File: src/rtl/rtc_bus_cycle_pkg.sv
// Shared definitions for the RTC multiplexed-bus cycle generator:
// FSM state codes, A/D select levels and default phase timings.
package rtc_bus_cycle_pkg;

    typedef enum logic [3:0] {
        S_IDLE  = 4'd0,
        S_REQ_A = 4'd1,
        S_LAT_A = 4'd2,
        S_SU_A  = 4'd3,
        S_PW_A  = 4'd4,
        S_H_A   = 4'd5,
        S_REQ_D = 4'd6,
        S_LAT_D = 4'd7,
        S_SU_D  = 4'd8,
        S_PW_D  = 4'd9,
        S_H_D   = 4'd10,
        S_DONE  = 4'd11,
        S_GAP   = 4'd12
    } state_t;

    localparam logic AD_SEL_ADDR = 1'b0;
    localparam logic AD_SEL_DATA = 1'b1;

    localparam int T_SU_DEF  = 2;
    localparam int T_PW_DEF  = 8;
    localparam int T_H_DEF   = 2;
    localparam int T_GAP_DEF = 2;

    function automatic int max4(input int a, input int b, input int c, input int d);
        int m;
        m = a;
        if (b > m) m = b;
        if (c > m) m = c;
        if (d > m) m = d;
        return m;
    endfunction

endpackage

File: src/rtl/rtc_bus_cycle_timer.sv
// Loadable down-counter shared by every timed bus phase; holds at zero
// instead of wrapping so a phase simply waits for the next load.
module rtc_bus_cycle_timer #(
    parameter int W = 4
) (
    input  logic         clk,
    input  logic         reset,
    input  logic         load,
    input  logic [W-1:0] load_val,
    output logic         zero
);

    logic [W-1:0] count;

    always_ff @(posedge clk or posedge reset) begin
        if (reset) begin
            count <= '0;
        end else if (load) begin
            count <= load_val;
        end else if (count != '0) begin
            count <= count - 1'b1;
        end
    end

    assign zero = (count == '0);

endmodule

File: src/rtl/rtc_bus_cycle.sv
// Bus-cycle generator for the RTC multiplexed address/data bus: one address
// phase plus one data phase per write step, or a single-byte read.
//   IDLE        wait for en_write (armed) or en_read
//   REQ_A/LAT_A fetch address byte from sequencer      | REQ_D/LAT_D fetch data byte
//   SU/PW/H _A  address setup, strobe, hold            | SU/PW/H _D data setup, strobe, hold
//   DONE        step_done or rd_valid pulse            | GAP minimum idle, re-arm
module rtc_bus_cycle
    import rtc_bus_cycle_pkg::*;
#(
    parameter int T_SU  = T_SU_DEF,
    parameter int T_PW  = T_PW_DEF,
    parameter int T_H   = T_H_DEF,
    parameter int T_GAP = T_GAP_DEF
) (
    input  logic       clk,
    input  logic       reset,
    input  logic       en_write,
    input  logic [7:0] wr_byte,
    output logic       dir_req,
    output logic       dat_req,
    output logic       step_done,
    input  logic       en_read,
    input  logic [7:0] rd_addr,
    output logic [7:0] rd_data,
    output logic       rd_valid,
    output logic       busy,
    output logic [7:0] ad_out,
    output logic       ad_oe,
    input  logic [7:0] ad_in,
    output logic       ad_sel,
    output logic       cs_n,
    output logic       wr_n,
    output logic       rd_n
);

    localparam int T_MAX = max4(T_SU, T_PW, T_H, T_GAP);
    localparam int CW    = $clog2(T_MAX + 1);

    localparam logic [CW-1:0] LD_SU  = CW'(T_SU - 1);
    localparam logic [CW-1:0] LD_PW  = CW'(T_PW - 1);
    localparam logic [CW-1:0] LD_H   = CW'(T_H - 1);
    localparam logic [CW-1:0] LD_GAP = CW'(T_GAP - 1);

    state_t        state_q, state_d;
    logic          is_write_q;
    logic          armed_q;
    logic          tmr_load;
    logic [CW-1:0] tmr_val;
    logic          tmr_zero;

    rtc_bus_cycle_timer #(.W(CW)) u_timer (
        .clk      (clk),
        .reset    (reset),
        .load     (tmr_load),
        .load_val (tmr_val),
        .zero     (tmr_zero)
    );

    always_comb begin
        state_d  = state_q;
        tmr_load = 1'b0;
        tmr_val  = '0;
        case (state_q)
            S_IDLE: begin
                if (en_write && armed_q) begin
                    state_d = S_REQ_A;
                end else if (en_read) begin
                    state_d  = S_SU_A;
                    tmr_load = 1'b1;
                    tmr_val  = LD_SU;
                end
            end
            S_REQ_A: state_d = S_LAT_A;
            S_LAT_A: begin
                state_d  = S_SU_A;
                tmr_load = 1'b1;
                tmr_val  = LD_SU;
            end
            S_SU_A: if (tmr_zero) begin
                state_d  = S_PW_A;
                tmr_load = 1'b1;
                tmr_val  = LD_PW;
            end
            S_PW_A: if (tmr_zero) begin
                state_d  = S_H_A;
                tmr_load = 1'b1;
                tmr_val  = LD_H;
            end
            S_H_A: if (tmr_zero) begin
                if (is_write_q) begin
                    state_d = S_REQ_D;
                end else begin
                    state_d  = S_SU_D;
                    tmr_load = 1'b1;
                    tmr_val  = LD_SU;
                end
            end
            S_REQ_D: state_d = S_LAT_D;
            S_LAT_D: begin
                state_d  = S_SU_D;
                tmr_load = 1'b1;
                tmr_val  = LD_SU;
            end
            S_SU_D: if (tmr_zero) begin
                state_d  = S_PW_D;
                tmr_load = 1'b1;
                tmr_val  = LD_PW;
            end
            S_PW_D: if (tmr_zero) begin
                state_d  = S_H_D;
                tmr_load = 1'b1;
                tmr_val  = LD_H;
            end
            S_H_D: if (tmr_zero) state_d = S_DONE;
            S_DONE: begin
                state_d  = S_GAP;
                tmr_load = 1'b1;
                tmr_val  = LD_GAP;
            end
            S_GAP: if (tmr_zero) state_d = S_IDLE;
            default: state_d = S_IDLE;
        endcase
    end

    always_ff @(posedge clk or posedge reset) begin
        if (reset) begin
            state_q    <= S_IDLE;
            is_write_q <= 1'b0;
            armed_q    <= 1'b1;
            ad_out     <= 8'h00;
            ad_oe      <= 1'b0;
            ad_sel     <= AD_SEL_DATA;
            rd_data    <= 8'h00;
        end else begin
            state_q <= state_d;
            if (state_q == S_IDLE && state_d == S_REQ_A) begin
                is_write_q <= 1'b1;
            end
            if (state_q == S_IDLE && state_d == S_SU_A) begin
                is_write_q <= 1'b0;
                ad_out     <= rd_addr;
                ad_oe      <= 1'b1;
                ad_sel     <= AD_SEL_ADDR;
            end
            if (state_q == S_LAT_A) begin
                ad_out <= wr_byte;
                ad_oe  <= 1'b1;
                ad_sel <= AD_SEL_ADDR;
            end
            // Read turns the bus around only after the address hold, strobes high.
            if (state_q == S_H_A && state_d == S_SU_D) begin
                ad_oe  <= 1'b0;
                ad_sel <= AD_SEL_DATA;
            end
            if (state_q == S_LAT_D) begin
                ad_out <= wr_byte;
                ad_sel <= AD_SEL_DATA;
            end
            if (state_q == S_PW_D && tmr_zero && !is_write_q) begin
                rd_data <= ad_in;
            end
            if (state_q == S_H_D && tmr_zero) begin
                ad_oe <= 1'b0;
            end
            // The sequencer drops E_esc a cycle late; stay disarmed until it does.
            if (state_q == S_DONE && is_write_q) begin
                armed_q <= 1'b0;
            end else if ((state_q == S_GAP || state_q == S_IDLE) && !en_write) begin
                armed_q <= 1'b1;
            end
        end
    end

    assign dir_req   = (state_q == S_REQ_A);
    assign dat_req   = (state_q == S_REQ_D);
    assign step_done = (state_q == S_DONE) && is_write_q;
    assign rd_valid  = (state_q == S_DONE) && !is_write_q;
    assign busy      = (state_q != S_IDLE);
    assign cs_n      = !((state_q == S_PW_A) || (state_q == S_PW_D));
    assign wr_n      = !((state_q == S_PW_A) || ((state_q == S_PW_D) && is_write_q));
    assign rd_n      = !((state_q == S_PW_D) && !is_write_q);

endmodule
File: config.mk
export PLATFORM = sky130hd
export DESIGN_NAME = rtc_bus_cycle
export DESIGN_NICKNAME = d
export VERILOG_FILES = /design/src/rtl/rtc_bus_cycle_pkg.sv /design/src/rtl/rtc_bus_cycle_timer.sv /design/src/rtl/rtc_bus_cycle.sv
export SDC_FILE = /design/constraint.sdc
export NUM_CORES = 1
export LEC_CHECK = 0
export CORE_ASPECT_RATIO = 0.6
export CORE_UTILIZATION = 45
export DETAILED_ROUTE_END_ITERATION = 6
export PLACE_DENSITY = 0.79
export RECOVER_POWER = 50
export SYNTH_ARGS = -nofsm -noshare
export SYNTH_HDL_FRONTEND = slang
export SYNTH_HIERARCHICAL = 1
export SYNTH_SLANG_ARGS = --single-unit
export TNS_END_PERCENT = 5
File: constraint.sdc
create_clock -name clk -period 2.65 [get_ports clk]
set_clock_uncertainty 0.1 [all_clocks]
set_input_delay 0.265 -clock clk [delete_from_list [all_inputs] [get_ports clk]]
set_output_delay 0.265 -clock clk [all_outputs]
set_load 0.02 [all_outputs]
Word level (Yosys, flattened, before mapping). Index checks and enable logic that the tools add are counted.

Output and inout port bits: 26. Word-level logic and storage cells: 99. Bits in registers: 28. Input port bits: 28.

Add/sub/neg operators: 1. Reduce and logical (&&, ||, !) cells: 34. Equality and inequality tests: 15. Mux-type cells: 41.

Operators by type and width (count): one-hot mux 4 bit (13 select lines) (1); 2-to-1 mux 4 bit (12); equality test 4 bit (second input constant) (6); 2-to-1 mux 8 bit (3); 2-to-1 mux 1 bit (22); equality test 4 x 3 -> 1 bit (second input constant) (4); nonzero test 4 bit (4); one-hot mux 3 bit (5 select lines) (1); equality test 4 x 2 -> 1 bit (second input constant) (3); logical AND 1 bit (12); equality test 4 x 1 -> 1 bit (second input constant) (2); zero test 4 bit (2); nonzero test 2 bit (3); zero test 1 bit (5); one-hot mux 1 bit (4 select lines) (1); OR reduction 2 bit (2); OR reduction 4 bit (1); subtractor 4 x 1 -> 4 bit (second input constant) (1); logical OR 1 bit (3); 2-to-1 mux 3 bit (1); nonzero test 3 bit (1); OR reduction 3 bit (1).

Logic depth before layout (Yosys ltp).
Depth after elaboration: 9. Gate-level depth with buffers: 10. Mapped depth without buffers: 9.

Hierarchy. Netlist, hierarchy kept.

By module, submodules not included: rtc_bus_cycle (cells an instance 153, area an instance 1373.8 um2, instances 1, seq. area each 603.1 um2); rtc_bus_cycle_timer (cells an instance 24, area an instance 235.2 um2, instances 1, seq. area each 100.1 um2).

Least setup slack after synthesis. Ideal clock, no wire load.

Path kind: register -> register. From: register u_timer.count[0]. To: register u_timer.count[3]. Slack: 269 ps. Arrival: 2155 ps. Library setup time: 126 ps. Stages on the path, launching flop included: 11. Buffers on the path: 1. Clock period less this slack: 2381 ps. Required time: 2424 ps. Path through: dfrtp_1 -> inv_1 -> ha_1 -> nor3b_4 -> nor2b_1 -> o21ai_0 -> a311oi_1 -> or3_1 -> clkbuf_1 -> nor3_1 -> a221o_1.

Longest elaborated chain between the ends: 4. Elaborated cells between the ends (all ways): 9. Classes of those cells: 1 x add/sub; 5 x mux; 3 x reduce/logical.

RTL lines: from (decl) (RTL line rtc_bus_cycle_timer.sv:13) `logic [W-1:0] count;`; from (signal assigned) (RTL line rtc_bus_cycle_timer.sv:19) `count <= load_val;`; from (signal assigned) (RTL line rtc_bus_cycle_timer.sv:21) `count <= count - 1'b1;`; zero test 4 bit (*) (RTL line rtc_bus_cycle_timer.sv:25) `assign zero = (count == '0);`; net tmr_zero (RTL line rtc_bus_cycle.sv:49) `logic tmr_zero;`; 2-to-1 mux 1 bit (on tied branches); one-hot mux 1 bit (4 select lines) (*) (RTL line rtc_bus_cycle.sv:63) `case (state_q)`; net tmr_load (RTL line rtc_bus_cycle.sv:47) `logic tmr_load;`; 2-to-1 mux 4 bit or nonzero test 2 bit (tied branches).

Mark *: on every way through the listed nets, which the timed path passes. The rest lies on a longest branch. The select of a mux whose other input is x is not followed. A chain may end at the register's enable or synchronous reset.

Final worst setup path.
From: register state_q[1]. To: output step_done.

Longest elaborated chain between the ends: 2.

RTL lines: from (decl) (RTL line rtc_bus_cycle.sv:44) `state_t state_q, state_d;`; from (signal assigned) (RTL line rtc_bus_cycle.sv:135) `state_q <= state_d;`; equality test 4 bit (RTL line rtc_bus_cycle.sv:176) `assign step_done = (state_q == S_DONE) && is_write_q;`; logical AND 1 bit (RTL line rtc_bus_cycle.sv:176); to (decl) (RTL line rtc_bus_cycle.sv:21) `output logic step_done,`.

No other way between the ends.

==> run_results.csv <==
group,metric,value,unit
clocking,cts.sinks,28,
layout,nFillCells,269,
clocking,cts_buffer_depth,2,
logic_synthesis,syn_nets,206,
sta,setup_viol,0,
grt,overflow,0,
grt,grtUsageTotal,0.2334,
sta,hold_slack,241.2,ps
floorplan,chipWidth,79.20,um
detailed_routing,vias_per_cell,5.520,
worst_setup_path,r2r-start,"u_timer/count[0]",
worst_setup_path,cp-endpoint,"step_done",
layout,syn2layout_area_growth,39.11,%
sta,fin_crit,2545,ps
logic_synthesis,synth.distinct_cells,43,
sta,rsz0062_at_grt,"false",
layout,drive_gt1_frac,0.1535,
placed_design,place_congestion,0.8902,
worst_setup_path,required,2290,ps
logic_synthesis,yosys_warnings,6,
power,ir_drop,0.0006388,V
floorplan,initial_core_util,0.4842,
floorplan,die_area,3827,sq um
logic_synthesis,synth-seq-cells,28,
sta,finalHoldViolations,0,
worst_setup_path,startpoint,"state_q[1]",
detailed_routing,vias,1507,
logic_synthesis,syn_area,1609,sq um
min_path,hold_path.class,"input pin to asynchronous set/reset pin",
clocking,htreeDepth,1,
power,p_leak,0.8923,nW
worst_setup_path,worstSetupEndpointType,"output pin",
logic_synthesis,syn_avg_cell_area,9.091,sq um
worst_setup_path,cp_max_fo,19,
worst_setup_path,r2r_slack,180,ps
sta,period_share,0.9605,
outcome,status,"completed",
logic_synthesis,netlist_instances,177,
sta,fmax,0.3929,GHz
logic_synthesis,synth-seq-area-share,0.4370,
grt,grt_pass1_vias,1474,
sta,timing.final.ws_setup,104.8,ps
clocking,worst_skew_pair.late_latency,280,ps
logic_synthesis,async_flop_share,1.000,
worst_setup_path,worstPathArrival,2180,ps
sta,tightest_slew,1263,ps
detailed_routing,drtIter0Drc,179,
layout,final_nets,258,
detailed_routing,wirelength,4161,um
logic_synthesis,yosys_most_used_dff,"dfrtp_1",
power,p_total,2.752,mW
detailed_routing,first_pass_iters,4,
worst_setup_path,crit_path_start_kind,"flip-flop",
worst_setup_path,reg2reg_to,"u_timer/count[3]",
grt,antenna_found_initial,0,
grt,grt_start_max_net_pins,25,
grt,grt_util_met3,0.06792,
sta,maxSlewViolCount,0,
grt,grt_use_met2,0.3937,
placed_design,io_buffer_count,53,
detailed_routing,route.antenna.remaining_nets,0,
grt,busiest_layer,"met2",
grt,grt_pass1_wl,6975,um
placed_design,hpwl,3090,um
sta,slew_headroom,0.1581,
clocking,clock-root-buffer,"clkbuf_8",
worst_setup_path,worstSetupPathType,"flip-flop to output pin",
floorplan,fp-row-count,16,
grt,grtUsageMet1,0.3115,
worst_setup_path,reg2reg_depth,9,
sta,tns,0,ps
power,power_density,1230,nW/um^2
clocking,clk_pin_slew_worst_paths,100,ps
layout,antennaDiodeCount,0,
floorplan,design.core.area,3323,sq um
clocking,numCtsBuffers,3,
clocking,ctsHoldBuffers,0,
detailed_routing,wl_per_cell,15.24,um
floorplan,dieHeight,48.32,um
job,maxCapViolations,0,
logic_synthesis,synth-edff-count,0,
floorplan,ioPinCount,54,
placed_design,dp_slack,57.58,ps
detailed_routing,route.detailed.drc,0,
clocking,cts_tree,"done",
-- worst min path at each step --
stage	start	endpoint	slack [ps]	depth (start not counted)
floorplan	reset	u_timer/count[0]	-70	1
global placement	rd_data[6]	rd_data[6]	390	1
detailed placement	rd_data[2]	rd_data[2]	390	1
CTS	reset	u_timer/count[2]	120	2
global route	reset	u_timer/count[2]	280	2
finish	reset	u_timer/count[3]	240	2
-- synth_stat cells (all sizes together), types with 4 or more instances --
| cell | number | area (sq um) |
|---|---|---|
| a21oi | 6 | 30.03 |
| o21ai | 11 | 55.05 |
| nor2b | 4 | 25.02 |
| a31oi | 8 | 50.05 |
| dfrtp | 26 | 650.6 |
| nor2 | 14 | 52.55 |
| nor3 | 7 | 40.04 |
| mux2 | 11 | 123.9 |
| buf | 10 | 67.56 |
| nand2 | 30 | 115.1 |
| nand2b | 6 | 47.54 |
| inv | 7 | 26.28 |
-- cell type report --
cell class                 instances  area (sq um)  share of cell area
clock buffer                       4         55.05             0.02459
inverter                           7         26.28             0.01174
multi-input combinational        129         819.5              0.3661
sequential                        28         705.7              0.3153
tap                               45         56.30             0.02515
timing repair buffer              60         575.6              0.2571
-- sequential cells by signal, summed over array words and instances (netlist names) --
signal,cells
ad_oe,1
ad_out,8
ad_sel,1
armed_q,1
is_write_q,1
rd_data,8
state_q,4
u_timer/count,4
-- layer usage --
layer / part of all wire / wire (um) / vias to the layer above
met5: 0 / 0 / -
met4: 0.013 / 55 / 0
met3: 0.092 / 382 / 8
met2: 0.47 / 1936 / 82
met1: 0.43 / 1787 / 713
li1: - / - / 704
-- stage by stage --
step           utilization  instance area, sq um  instances
6_report            0.6736                  2238        273
5_1_grt             0.6736                  2238        273
3_3_place_gp        0.6506                  2162        268
4_1_cts             0.6672                  2217        272
3_5_place_dp        0.6506                  2162        268
2_1_floorplan            -                  1609        177
-- worst max-delay path, cell delays in order (launching register included) --
cell and delay (ps):
dfrtp_1 760, and2_1 320, and3_1 210, clkdlybuf4s50_1 610
-- repair_timing --
item / in CTS / in global routing
endpoints found under the hold margin: 0 / 0
resized for setup: 0 / 7
endpoints found under the setup margin: 0 / 6
setup buffers: 0 / 1
-- power breakdown --
group | switching [mW] | internal, mW | leakage (nW)
logic | 0.817 | 0.759 | 0.542
clock network | 0.133 | 0.133 | 0.0288
registers | 0.263 | 0.647 | 0.322
-- placed cells by master, fill, tap and decap left out, types with 6 or more instances in the layout --
master           netlist  layout
clkdlybuf4s50_1        0      41
nand2_1               29      29
dfrtp_1               26      24
nor2_1                14      14
dlygate4sd3_1          0      12
mux2_2                11      11
a31oi_1                8       8
o21ai_0                9       8
inv_1                  7       7
a21oi_1                6       6
nor3_1                 6       6
-- logic make-up (layout without fill, tap and decap cells) --
kind of cell	Yosys count	after routing	share of synthesized area
AOI/OAI and AO/OA	37	37	0.1462
DFF	28	28	0.4370
buffers and inverters	20	71	0.06532
xor gates and xnor gates	2	2	0.01089
other	1	1	0.002331
adders and majority gates	1	1	0.007775
and+or+nand+nor	77	77	0.2535
muxes	11	11	0.07698
No activity file was read; power rests on OpenSTA's default activity.
